==> config.mk <==
export PLATFORM = sky130hd
export DESIGN_NAME = apb_master_bridge
export DESIGN_NICKNAME = d
export VERILOG_FILES = /design/src/rtl/apb_master_bridge_pkg.sv /design/src/rtl/apb_timeout_counter.sv /design/src/rtl/apb_master_bridge.sv
export SDC_FILE = /design/constraint.sdc
export NUM_CORES = 1
export LEC_CHECK = 0
export ABC_AREA = 0
export BUFFER_PORTS_ARGS = -buffer_cell sky130_fd_sc_hd__buf_4
export CORE_ASPECT_RATIO = 2
export CORE_UTILIZATION = 25
export CTS_CLUSTER_DIAMETER = 60
export DETAILED_ROUTE_END_ITERATION = 10
export REMOVE_ABC_BUFFERS = 1
export SLEW_MARGIN = 10
export SYNTH_ARGS = -nofsm -noshare
export SYNTH_HDL_FRONTEND = slang
export SYNTH_SLANG_ARGS = --single-unit
==> constraint.sdc <==
create_clock -name pclk -period 2.8 [get_ports pclk]
set_clock_uncertainty 0.05 [all_clocks]
set_input_delay 0.28 -clock pclk [delete_from_list [all_inputs] [get_ports pclk]]
set_output_delay 0.28 -clock pclk [all_outputs]
set_load 0.03 [all_outputs]
==> src/rtl/apb_master_bridge_pkg.sv <==
// rtl/apb_master_bridge_pkg.sv - shared APB widths, FSM encodings and timeout sizing helper
package apb_master_bridge_pkg;

  localparam int APB_ADDR_WIDTH   = 32;
  localparam int APB_DATA_WIDTH   = 32;
  localparam int APB_STROBE_WIDTH = APB_DATA_WIDTH / 8;

  localparam logic [1:0] ST_IDLE   = 2'd0;
  localparam logic [1:0] ST_SETUP  = 2'd1;
  localparam logic [1:0] ST_ACCESS = 2'd2;

  // A disabled timeout (0 cycles) still needs a 1-bit counter to keep widths legal.
  function automatic int timeout_cnt_width(input int cycles);
    return (cycles < 1) ? 1 : $clog2(cycles + 1);
  endfunction

endpackage

==> src/rtl/apb_timeout_counter.sv <==
// rtl/apb_timeout_counter.sv - saturating ACCESS-phase wait counter with limit detect
module apb_timeout_counter #(
  parameter int WIDTH = 9
) (
  input  logic             clk,
  input  logic             rst,
  input  logic             clear,
  input  logic             enable,
  input  logic [WIDTH-1:0] limit,
  output logic             expired
);

  logic [WIDTH-1:0] count;
  logic [WIDTH:0]   count_inc;

  assign count_inc = {1'b0, count} + {{WIDTH{1'b0}}, 1'b1};

  // Fires on the cycle whose increment would reach the limit, so the abort
  // lands exactly after `limit` waiting cycles; a zero limit never fires.
  assign expired = enable & (limit != '0) & (count_inc == {1'b0, limit});

  always_ff @(posedge clk) begin
    if (rst) begin
      count <= '0;
    end else if (clear) begin
      count <= '0;
    end else if (enable && (count != '1)) begin
      count <= count_inc[WIDTH-1:0];
    end
  end

endmodule

==> src/rtl/apb_master_bridge.sv <==
// rtl/apb_master_bridge.sv - single-outstanding APB4 requester with valid/ready command and response
module apb_master_bridge
  import apb_master_bridge_pkg::*;
#(
  parameter int TIMEOUT_CYCLES = 256
) (
  input  logic                        pclk,
  input  logic                        preset,
  input  logic                        cmd_valid,
  output logic                        cmd_ready,
  input  logic                        cmd_write,
  input  logic [APB_ADDR_WIDTH-1:0]   cmd_addr,
  input  logic [APB_DATA_WIDTH-1:0]   cmd_wdata,
  input  logic [APB_STROBE_WIDTH-1:0] cmd_strb,
  input  logic [2:0]                  cmd_prot,
  output logic                        rsp_valid,
  input  logic                        rsp_ready,
  output logic [APB_DATA_WIDTH-1:0]   rsp_rdata,
  output logic                        rsp_slverr,
  output logic                        rsp_timeout,
  output logic [APB_ADDR_WIDTH-1:0]   paddr,
  output logic [APB_DATA_WIDTH-1:0]   pwdata,
  output logic [2:0]                  pprot,
  output logic                        pwrite,
  output logic [APB_STROBE_WIDTH-1:0] pstrb,
  output logic                        psel,
  output logic                        penable,
  input  logic                        pready,
  input  logic                        pslverr,
  input  logic [APB_DATA_WIDTH-1:0]   prdata
);

  localparam int               CNT_W         = timeout_cnt_width(TIMEOUT_CYCLES);
  localparam logic [CNT_W-1:0] TIMEOUT_LIMIT = CNT_W'(TIMEOUT_CYCLES);

  logic [1:0] state;
  logic       tmo_expired;

  assign cmd_ready = (state == ST_IDLE) & ~rsp_valid & ~preset;

  apb_timeout_counter #(
    .WIDTH (CNT_W)
  ) u_timeout (
    .clk     (pclk),
    .rst     (preset),
    .clear   (state == ST_SETUP),
    .enable  ((state == ST_ACCESS) & ~pready),
    .limit   (TIMEOUT_LIMIT),
    .expired (tmo_expired)
  );

  always_ff @(posedge pclk) begin
    if (preset) begin
      state       <= ST_IDLE;
      psel        <= 1'b0;
      penable     <= 1'b0;
      paddr       <= '0;
      pwdata      <= '0;
      pstrb       <= '0;
      pprot       <= '0;
      pwrite      <= 1'b0;
      rsp_valid   <= 1'b0;
      rsp_rdata   <= '0;
      rsp_slverr  <= 1'b0;
      rsp_timeout <= 1'b0;
    end else begin
      if (rsp_valid && rsp_ready) begin
        rsp_valid <= 1'b0;
      end

      case (state)
        ST_IDLE: begin
          if (cmd_valid && cmd_ready) begin
            paddr   <= cmd_addr;
            pwrite  <= cmd_write;
            pprot   <= cmd_prot;
            // Reads never expose write data or strobes on the bus.
            pwdata  <= cmd_write ? cmd_wdata : '0;
            pstrb   <= cmd_write ? cmd_strb : '0;
            psel    <= 1'b1;
            penable <= 1'b0;
            state   <= ST_SETUP;
          end
        end

        ST_SETUP: begin
          penable <= 1'b1;
          state   <= ST_ACCESS;
        end

        ST_ACCESS: begin
          // Completion is checked first so a late pready beats the timeout.
          if (pready) begin
            psel        <= 1'b0;
            penable     <= 1'b0;
            rsp_valid   <= 1'b1;
            rsp_slverr  <= pslverr;
            rsp_timeout <= 1'b0;
            rsp_rdata   <= pwrite ? '0 : prdata;
            state       <= ST_IDLE;
          end else if (tmo_expired) begin
            psel        <= 1'b0;
            penable     <= 1'b0;
            rsp_valid   <= 1'b1;
            rsp_slverr  <= 1'b1;
            rsp_timeout <= 1'b1;
            rsp_rdata   <= '0;
            state       <= ST_IDLE;
          end
        end

        default: begin
          psel    <= 1'b0;
          penable <= 1'b0;
          state   <= ST_IDLE;
        end
      endcase
    end
  end

endmodule
After elaboration in Yosys (flattened, before gate mapping) --
Cells that the tools add are included.
Word-level totals: register bits after elaboration 120, logic and storage cells 60, input bits 110
Cells by class: $add $sub $neg 1, bitwise gates (word level) 8, muxes and demuxes 22, equal/unequal tests 6, reductions and logical operators 10
Operators with widths (number):
- $mux 32 | 4
- $mux 1 | 11
- $add 9x1->10 const B | 1
- $eq 10x9->1 const B | 1
- $ne 9x9->1 const B | 1
- $mux 2 | 3
- $pmux 1 s3 | 2
- $pmux 2 s3 | 1
- $reduce_and 2->1 | 3
- $and 1x1->1 | 4
- $mux 4 | 1
- $not 1->1 | 4
- $logic_and 1x1->1 | 3
- $ne 3x3->1 const B | 1
- $reduce_and 3->1 | 1
- $eq 2x1->1 const B | 1
- $eq 2x2->1 const B | 1
- $logic_not 2->1 | 1
- $ne 2x1->1 const B | 1
- $reduce_bool 2->1 | 1
- $reduce_or 2->1 | 1

Longest topological paths before layout --
Gate-level depths: netlist of run 1.
depth in word-level cells 6, gate-level depth with buffers 10, gate-level depth less buffers 8

Cells and area by module --
Synthesis of run 1 repeated with hierarchy kept, for this count alone.
Unflattened totals: cell total of the unflattened synthesis 600, area total of the unflattened synthesis 5107.4 um2
Modules (own cells, without submodules):
- apb_master_bridge | instances 1, cells an instance 515, area each 4420.5 um2, sequential area each 2222.1 um2
- apb_timeout_counter | instances 1, cells an instance 85, area each 686.9 um2, sequential area each 180.2 um2

Least setup slack after synthesis of run 1 --
OpenSTA, ideal clock, no wires.
path type register to register, start register penable (netlist name), end register pwdata[12], library setup time 0.070 ns, cell stages (with the launch flop) 7, setup slack 0.271 ns, period minus slack after synthesis 2.529 ns, arrival 2.408 ns, required time 2.680 ns, path buffers 1, path through dfxtp_1 -> nor4_1 -> nand2_1 -> inv_2 -> clkbuf_1 -> nand3_1 -> a21oi_1
RTL lines:
- end signal: assignment | RTL line apb_master_bridge.sv:78 | pwdata <= cmd_write ? cmd_wdata : '0;
- end: declaration | RTL line apb_master_bridge.sv:22 | output logic [APB_DATA_WIDTH-1:0] pwdata,

Worst setup path after layout of run 1 --
start register u_timeout.count[0], end register rsp_rdata[16]
Between the ends: longest elaborated chain between the ends 5
Ends and longest elaborated chain:
- start: declaration | RTL line apb_timeout_counter.sv:13 | logic [WIDTH-1:0] count;
- start signal: assignment | RTL line apb_timeout_counter.sv:28 | count <= count_inc[WIDTH-1:0];
- $add 9x1->10 | RTL line apb_timeout_counter.sv:16 | assign count_inc = {1'b0, count} + {{WIDTH{1'b0}}, 1'b1};
- net u_timeout.count_inc[8] | RTL line apb_timeout_counter.sv:14 | logic [WIDTH:0] count_inc;
- $eq 10x9->1 | RTL line apb_timeout_counter.sv:20 | assign expired = enable & (limit != '0) & (count_inc == {1'b0, limit});
- $and 1x1->1 | RTL line apb_timeout_counter.sv:20
- $reduce_bool 2->1 (no line)
- $reduce_and 2->1 (no line)
- end signal: assignment | RTL line apb_master_bridge.sv:99 | rsp_rdata <= pwrite ? '0 : prdata;
- end: declaration | RTL line apb_master_bridge.sv:18 | output logic [APB_DATA_WIDTH-1:0] rsp_rdata,
The timed path passes the listed nets, and every way through them passes these cells. A chain may end at the register's enable or synchronous reset.

==> flow_metrics.env, run 1 <==
export IMPL_p_int_mw=3.314
export IMPL_dieHeight_um=186.0
export IMPL_cts_made_buffers=17
export IMPL_crit_type="flop to flop"
export IMPL_initial_core_util_pct=25.38
export IMPL_ctsLongestPathBuffers=2
export IMPL_switching_share_pct=24.59
export IMPL_slew_headroom_pct=52.33
export IMPL_power_mw=4.394
export IMPL_gp_congestion=0.7922
export IMPL_max_vdd_ir_drop_uv=324.0
export IMPL_status="finished, final reports clean"
export IMPL_power_frac_seq_pct=40.6
export IMPL_synthArstFlopShare_pct=0
export IMPL_drt_first_pass_iters=5
export IMPL_netlist_instances=472
export IMPL_insertion_delay_ps=410
export IMPL_cts_tree="built"
export IMPL_post_cts_resized=0
export IMPL_period_needed_ps=2403
export IMPL_powerDensity_nw_per_um2=663.8
export IMPL_ctsHoldBuffers=0
export IMPL_ys_seq_elements=119
export IMPL_power_switching_mw=1.080
export IMPL_synth_edf_count=0
export IMPL_wl_per_cell_um=15.37
export IMPL_tightest_slew_ps=715.1
export IMPL_crit_path_max_fanout=32
export IMPL_min_from="prdata[4]"
export IMPL_areaGrowthSynthToFinish_pct=56.35
export IMPL_fin_crit_sh_pct=85.80
export IMPL_antenna_found_initial=0
export IMPL_mostFrequentLayoutCell="buf_4"
export IMPL_drcViolationCount=0
export IMPL_overflow=0
export IMPL_grt_pass1_vias=3742
export IMPL_root_buffer="clkbuf_16"
export IMPL_hold_class="input port to flop"
export IMPL_drtIter0Drc=114
export IMPL_fin_util_pct=39.68
export IMPL_finalSetupViolCount=0
export IMPL_hold_path_end="rsp_rdata[4]"
export IMPL_layout_common_cells="buf_4 (226), dfxtp_1 (119), nand2_1 (113)"
export IMPL_htree_num_levels=4
export IMPL_drtAntennaViolNets=0
export IMPL_drive_gt1_share_pct=38.24
export IMPL_regToRegEndpoint="rsp_rdata[16]"
export IMPL_cp_required_ps=3100
export IMPL_die_w_um=94.02
export IMPL_reg2reg_depth=8
export IMPL_fin_nets=793
export IMPL_ys_seq_area_share_pct=56.26
export IMPL_ys_warn_count=0
export IMPL_hpwlAfterDp_um=9770
export IMPL_leakage_nw=2.878
export IMPL_power_share_clock_pct=47.9
export IMPL_core_area_um2=16680
export IMPL_dieArea_um2=17490
export IMPL_grt_max_degree=62
export IMPL_r2r_slack_ps=400
export IMPL_timing_fmax_ghz=0.4162
export IMPL_drv_cap=0
export IMPL_combinationalPowerShare_pct=11.5
export IMPL_diodes=0
export IMPL_rows=67
export IMPL_synth_cell_types=36
export IMPL_arrival_ps=2700
export IMPL_grtUsageTotal_pct=15.58
export IMPL_cts_sinks=119
export IMPL_grt_pass1_wl_um=20150
export IMPL_drv_slew=0
export IMPL_via_count=4101
export IMPL_clkTransAtPathRegs_ps=50
export IMPL_crit_path_start_kind="flop"
export IMPL_setup_worst_path_end_class="flop"
export IMPL_wl_um=13830
export IMPL_worstReg2RegStart="u_timeout.count[0]"
export IMPL_cts_setup_buffers=0
export IMPL_rsz0062_at_grt="no"
export IMPL_synth_area_um2=4234
export IMPL_whs_path_depth=2
export IMPL_final_hold_violation_count=0
export IMPL_synth_top_flop_cell="dfxtp_1"
export IMPL_port_buffers=219
export IMPL_syn_avg_cell_area_um2=8.970
export IMPL_io_pin_count=220
export IMPL_viasPerCell=4.557
==> through the flow <==
step           setup WS, ps  instance area (um^2)  setup TNS [ps]  instances  hold slack [ps]
6_report              397.5                  6620               0        900            34.68
5_1_grt               269.9                  6620               0        900            20.64
4_1_cts               393.7                  6620               0        900            15.12
3_5_place_dp          411.1                  6055               0        869            396.3
3_3_place_gp          453.3                  6055               0        869            389.4
2_1_floorplan         -1501                  4071         -109350        435            299.1
==> worst max-delay path: stages (launching register included) <==
cell and delay, ps:
dfxtp_1 340, ha_1 230, and3_1 250, and3_1 190
ha_1 280, and4_2 220, a311oi_4 240, buf_4 360
a22o_1 190
==> synthesized netlist by cell type, drive strengths merged (3+ instances only) <==
| master | n | area (um^2) |
|---|---|---|
| a22o | 33 | 290.3 |
| a21oi | 73 | 365.4 |
| and3 | 3 | 18.77 |
| nor2 | 12 | 45.04 |
| mux2i | 4 | 40.04 |
| nand2b | 5 | 31.28 |
| dfxtp | 119 | 2382 |
| nand2 | 114 | 427.9 |
| clkbuf | 31 | 116.4 |
| buf | 6 | 46.29 |
| xor2 | 5 | 43.79 |
| nor3 | 3 | 15.01 |
| nand3 | 39 | 195.2 |
| nor2b | 3 | 18.77 |
==> layer usage <==
layer  wire, um  track usage (%)  up-vias
met3        716            4.044       24
met4        398            8.554        0
li1           -                -     2031
met2       7722            28.70      136
met1       4991            15.52     1910
met5          0                0        -
==> flip-flops by register name, indices dropped and copies added, names as in the netlist, 3 cells and up <==
| name | flops |
|---|---|
| paddr | 32 |
| pwdata | 32 |
| rsp_rdata | 32 |
| u_timeout.count | 9 |
| pstrb | 4 |
| pprot | 3 |
==> final cells by class <==
class	instances	area, um^2
multi-input cells	315	1693
clock inverters	9	101.3
fillers	1706	10060
well taps	207	259.0
flip-flops and latches	119	2382
clock buffers	22	464.2
inverters	1	3.754
repair buffers	227	1717
==> how the worst max path moves through the flow <==
stage                     to  slack (ps)          startpoint
3_5_place_dp    rsp_rdata[9]         410  u_timeout.count[0]
5_1_grt        rsp_rdata[16]         270  u_timeout.count[0]
4_1_cts        rsp_rdata[16]         390  u_timeout.count[0]
3_3_place_gp   rsp_rdata[12]         450  u_timeout.count[0]
2_1_floorplan       pstrb[0]       -1500             penable
6_report       rsp_rdata[16]         400  u_timeout.count[0]
==> power by group through the flow <==
stage                     Combinational, mW  Clock, mW  Sequential [mW]
after detailed placement              0.512          0             1.82
after CTS                             0.513       2.17             1.78
after global placement                0.510          0             1.82
after global routing                  0.544       2.24             1.79
after floorplan                       0.113          0             1.92
final                                 0.507       2.10             1.78
==> logic make-up after synthesis <==
family | synth area share [%]
xor+xnor | 1.448
fa+ha+maj | 0.5909
buf+inv | 3.930
compound gates | 17.38
flops | 56.26
simple gates | 19.44
mux | 0.9457
Power figures use the tool's default switching activity.
==> run 2: changes to the inputs <==
--- a/config.mk
+++ b/config.mk
@@ -11,6 +11,7 @@
 export CORE_UTILIZATION = 25
 export CTS_CLUSTER_DIAMETER = 60
 export DETAILED_ROUTE_END_ITERATION = 10
+export RECOVER_POWER = 100
 export REMOVE_ABC_BUFFERS = 1
 export SLEW_MARGIN = 10
 export SYNTH_ARGS = -nofsm -noshare
==> flow_metrics.env, run 2 (synthesized netlist as in run 1, its figures left out) <==
export IMPL_cts_tree="built"
export IMPL_slew_headroom_pct=52.92
export IMPL_grt_pass1_vias=3742
export IMPL_io_pin_count=220
export IMPL_drcViolationCount=0
export IMPL_setup_worst_path_end_class="flop"
export IMPL_drt_first_pass_iters=4
export IMPL_dieHeight_um=186.0
export IMPL_viasPerCell=4.547
export IMPL_grt_max_degree=62
export IMPL_whs_path_depth=2
export IMPL_status="finished, final reports clean"
export IMPL_worst_path_max_delay_cell="buf_4"
export IMPL_powerDensity_nw_per_um2=700.8
export IMPL_drtIter0Drc=108
export IMPL_dieArea_um2=17490
export IMPL_overflow=0
export IMPL_fin_area_um2=6200
export IMPL_clkTransAtPathRegs_ps=50
export IMPL_port_buffers=219
export IMPL_rsz0062_at_grt="no"
export IMPL_crit_path_max_fanout=32
export IMPL_power_frac_seq_pct=41.0
export IMPL_reg2reg_depth=8
export IMPL_wl_per_cell_um=15.42
export IMPL_root_buffer="clkbuf_16"
export IMPL_grtUsageTotal_pct=15.58
export IMPL_stdcell_count=900
export IMPL_final_hold_violation_count=0
export IMPL_hold_class="input port to flop"
export IMPL_insertion_delay_ps=410
export IMPL_finalSetupViolCount=0
export IMPL_die_w_um=94.02
export IMPL_cts_setup_buffers=0
export IMPL_leakage_nw=2.413
export IMPL_crit_type="flop to flop"
export IMPL_ctsHoldBuffers=0
export IMPL_placed_cells=869
export IMPL_arrival_ps=2700
export IMPL_drv_slew=0
export IMPL_power_share_clock_pct=48.4
export IMPL_grt_pass1_wl_um=20150
export IMPL_rows=67
export IMPL_htree_num_levels=4
export IMPL_initial_core_util_pct=25.38
export IMPL_largest_registers="paddr (32), pwdata (32), rsp_rdata (32)"
export IMPL_core_area_um2=16680
export IMPL_period_needed_ps=2402
export IMPL_cp_required_ps=3100
export IMPL_power_switching_mw=1.079
export IMPL_timing_fmax_ghz=0.4162
export IMPL_max_vdd_ir_drop_uv=322.9
export IMPL_placed_area_um2=6055
export IMPL_gp_congestion=0.7922
export IMPL_layout_common_cells="dfxtp_1 (119), clkbuf_1 (114), buf_4 (114)"
export IMPL_fin_util_pct=37.16
export IMPL_fin_crit_sh_pct=85.80
export IMPL_antenna_found_initial=0
export IMPL_p_int_mw=3.266
export IMPL_tightest_slew_ps=706.3
export IMPL_fin_nets=793
export IMPL_wl_um=13880
export IMPL_areaGrowthSynthToFinish_pct=46.42
export IMPL_path_cells="ha_1 -> and3_1 -> and3_1 -> ha_1 -> and4_1 -> a311oi_4 -> buf_4 -> a22o_1"
export IMPL_hpwlAfterDp_um=9770
export IMPL_cts_made_buffers=17
export IMPL_crit_path_start_kind="flop"
export IMPL_combinationalPowerShare_pct=10.6
export IMPL_post_cts_resized=0
export IMPL_cts_sinks=119
export IMPL_via_count=4092
export IMPL_drive_gt1_share_pct=21.79
export IMPL_switching_share_pct=24.82
export IMPL_drv_cap=0
export IMPL_mostFrequentLayoutCell="dfxtp_1"
export IMPL_critPathMaxStageDelay_ps=360
export IMPL_ctsLongestPathBuffers=2
export IMPL_drtAntennaViolNets=0
export IMPL_diodes=0
## run 2: metal layers
layer | GRT usage [%] | part of all wire, % | up-vias
li1 | - | - | 2033
met1 | 15.52 | 37 | 1910
met2 | 28.70 | 55 | 123
met3 | 4.044 | 4.7 | 26
met4 | 8.554 | 3.0 | 0
met5 | 0 | 0 | -
## run 2: final timing paths
kind / slack (ps) / to / from
worst max-delay path: 400 / rsp_rdata[16] / u_timeout.count[0]
worst min-delay path: 30 / rsp_rdata[12] / prdata[12]
worst max register to register: 400 / rsp_rdata[16] / u_timeout.count[0]
worst min register to register: 400 / pwdata[13] / pwdata[13]
## run 2: cell type report
cell class / instances / area, um^2
Clock buffer: 22 / 464.2
Clock inverter: 9 / 101.3
Fill cell: 1807 / 10480
Inverter: 1 / 3.754
Multi-Input combinational cell: 315 / 1692
Sequential cell: 119 / 2382
Tap cell: 207 / 259.0
Timing Repair Buffer: 227 / 1297
## run 2: power groups by stage
stage | registers [mW] | logic [mW] | clock network [mW]
floorplan | 1.92 | 0.113 | 0
CTS | 1.78 | 0.513 | 2.17
global placement | 1.82 | 0.510 | 0
global route | 1.79 | 0.496 | 2.24
detailed placement | 1.82 | 0.512 | 0
finish | 1.78 | 0.460 | 2.10
## run 2: worst max-delay path: cells and delay by family (launching register included)
| family | cells | cell delay (ps) |
|---|---|---|
| flip-flops | 1 | 340 |
| AND/OR/NAND/NOR | 3 | 640 |
| adder cells (fa/ha/maj) | 2 | 510 |
| AO/OA/AOI/OAI | 2 | 440 |
| buffers and inverters | 1 | 360 |
## run 2: metrics by stage
step,hold slack [ps],setup TNS [ps],power (mW),setup WS [ps]
after floorplan,299.1,-109350,2.036,-1501
after global placement,389.4,0,2.327,453.3
after detailed placement,396.3,0,2.330,411.1
after CTS,15.12,0,4.463,393.7
after global routing,20.64,0,4.526,273.7
final,34.43,0,4.345,397.5
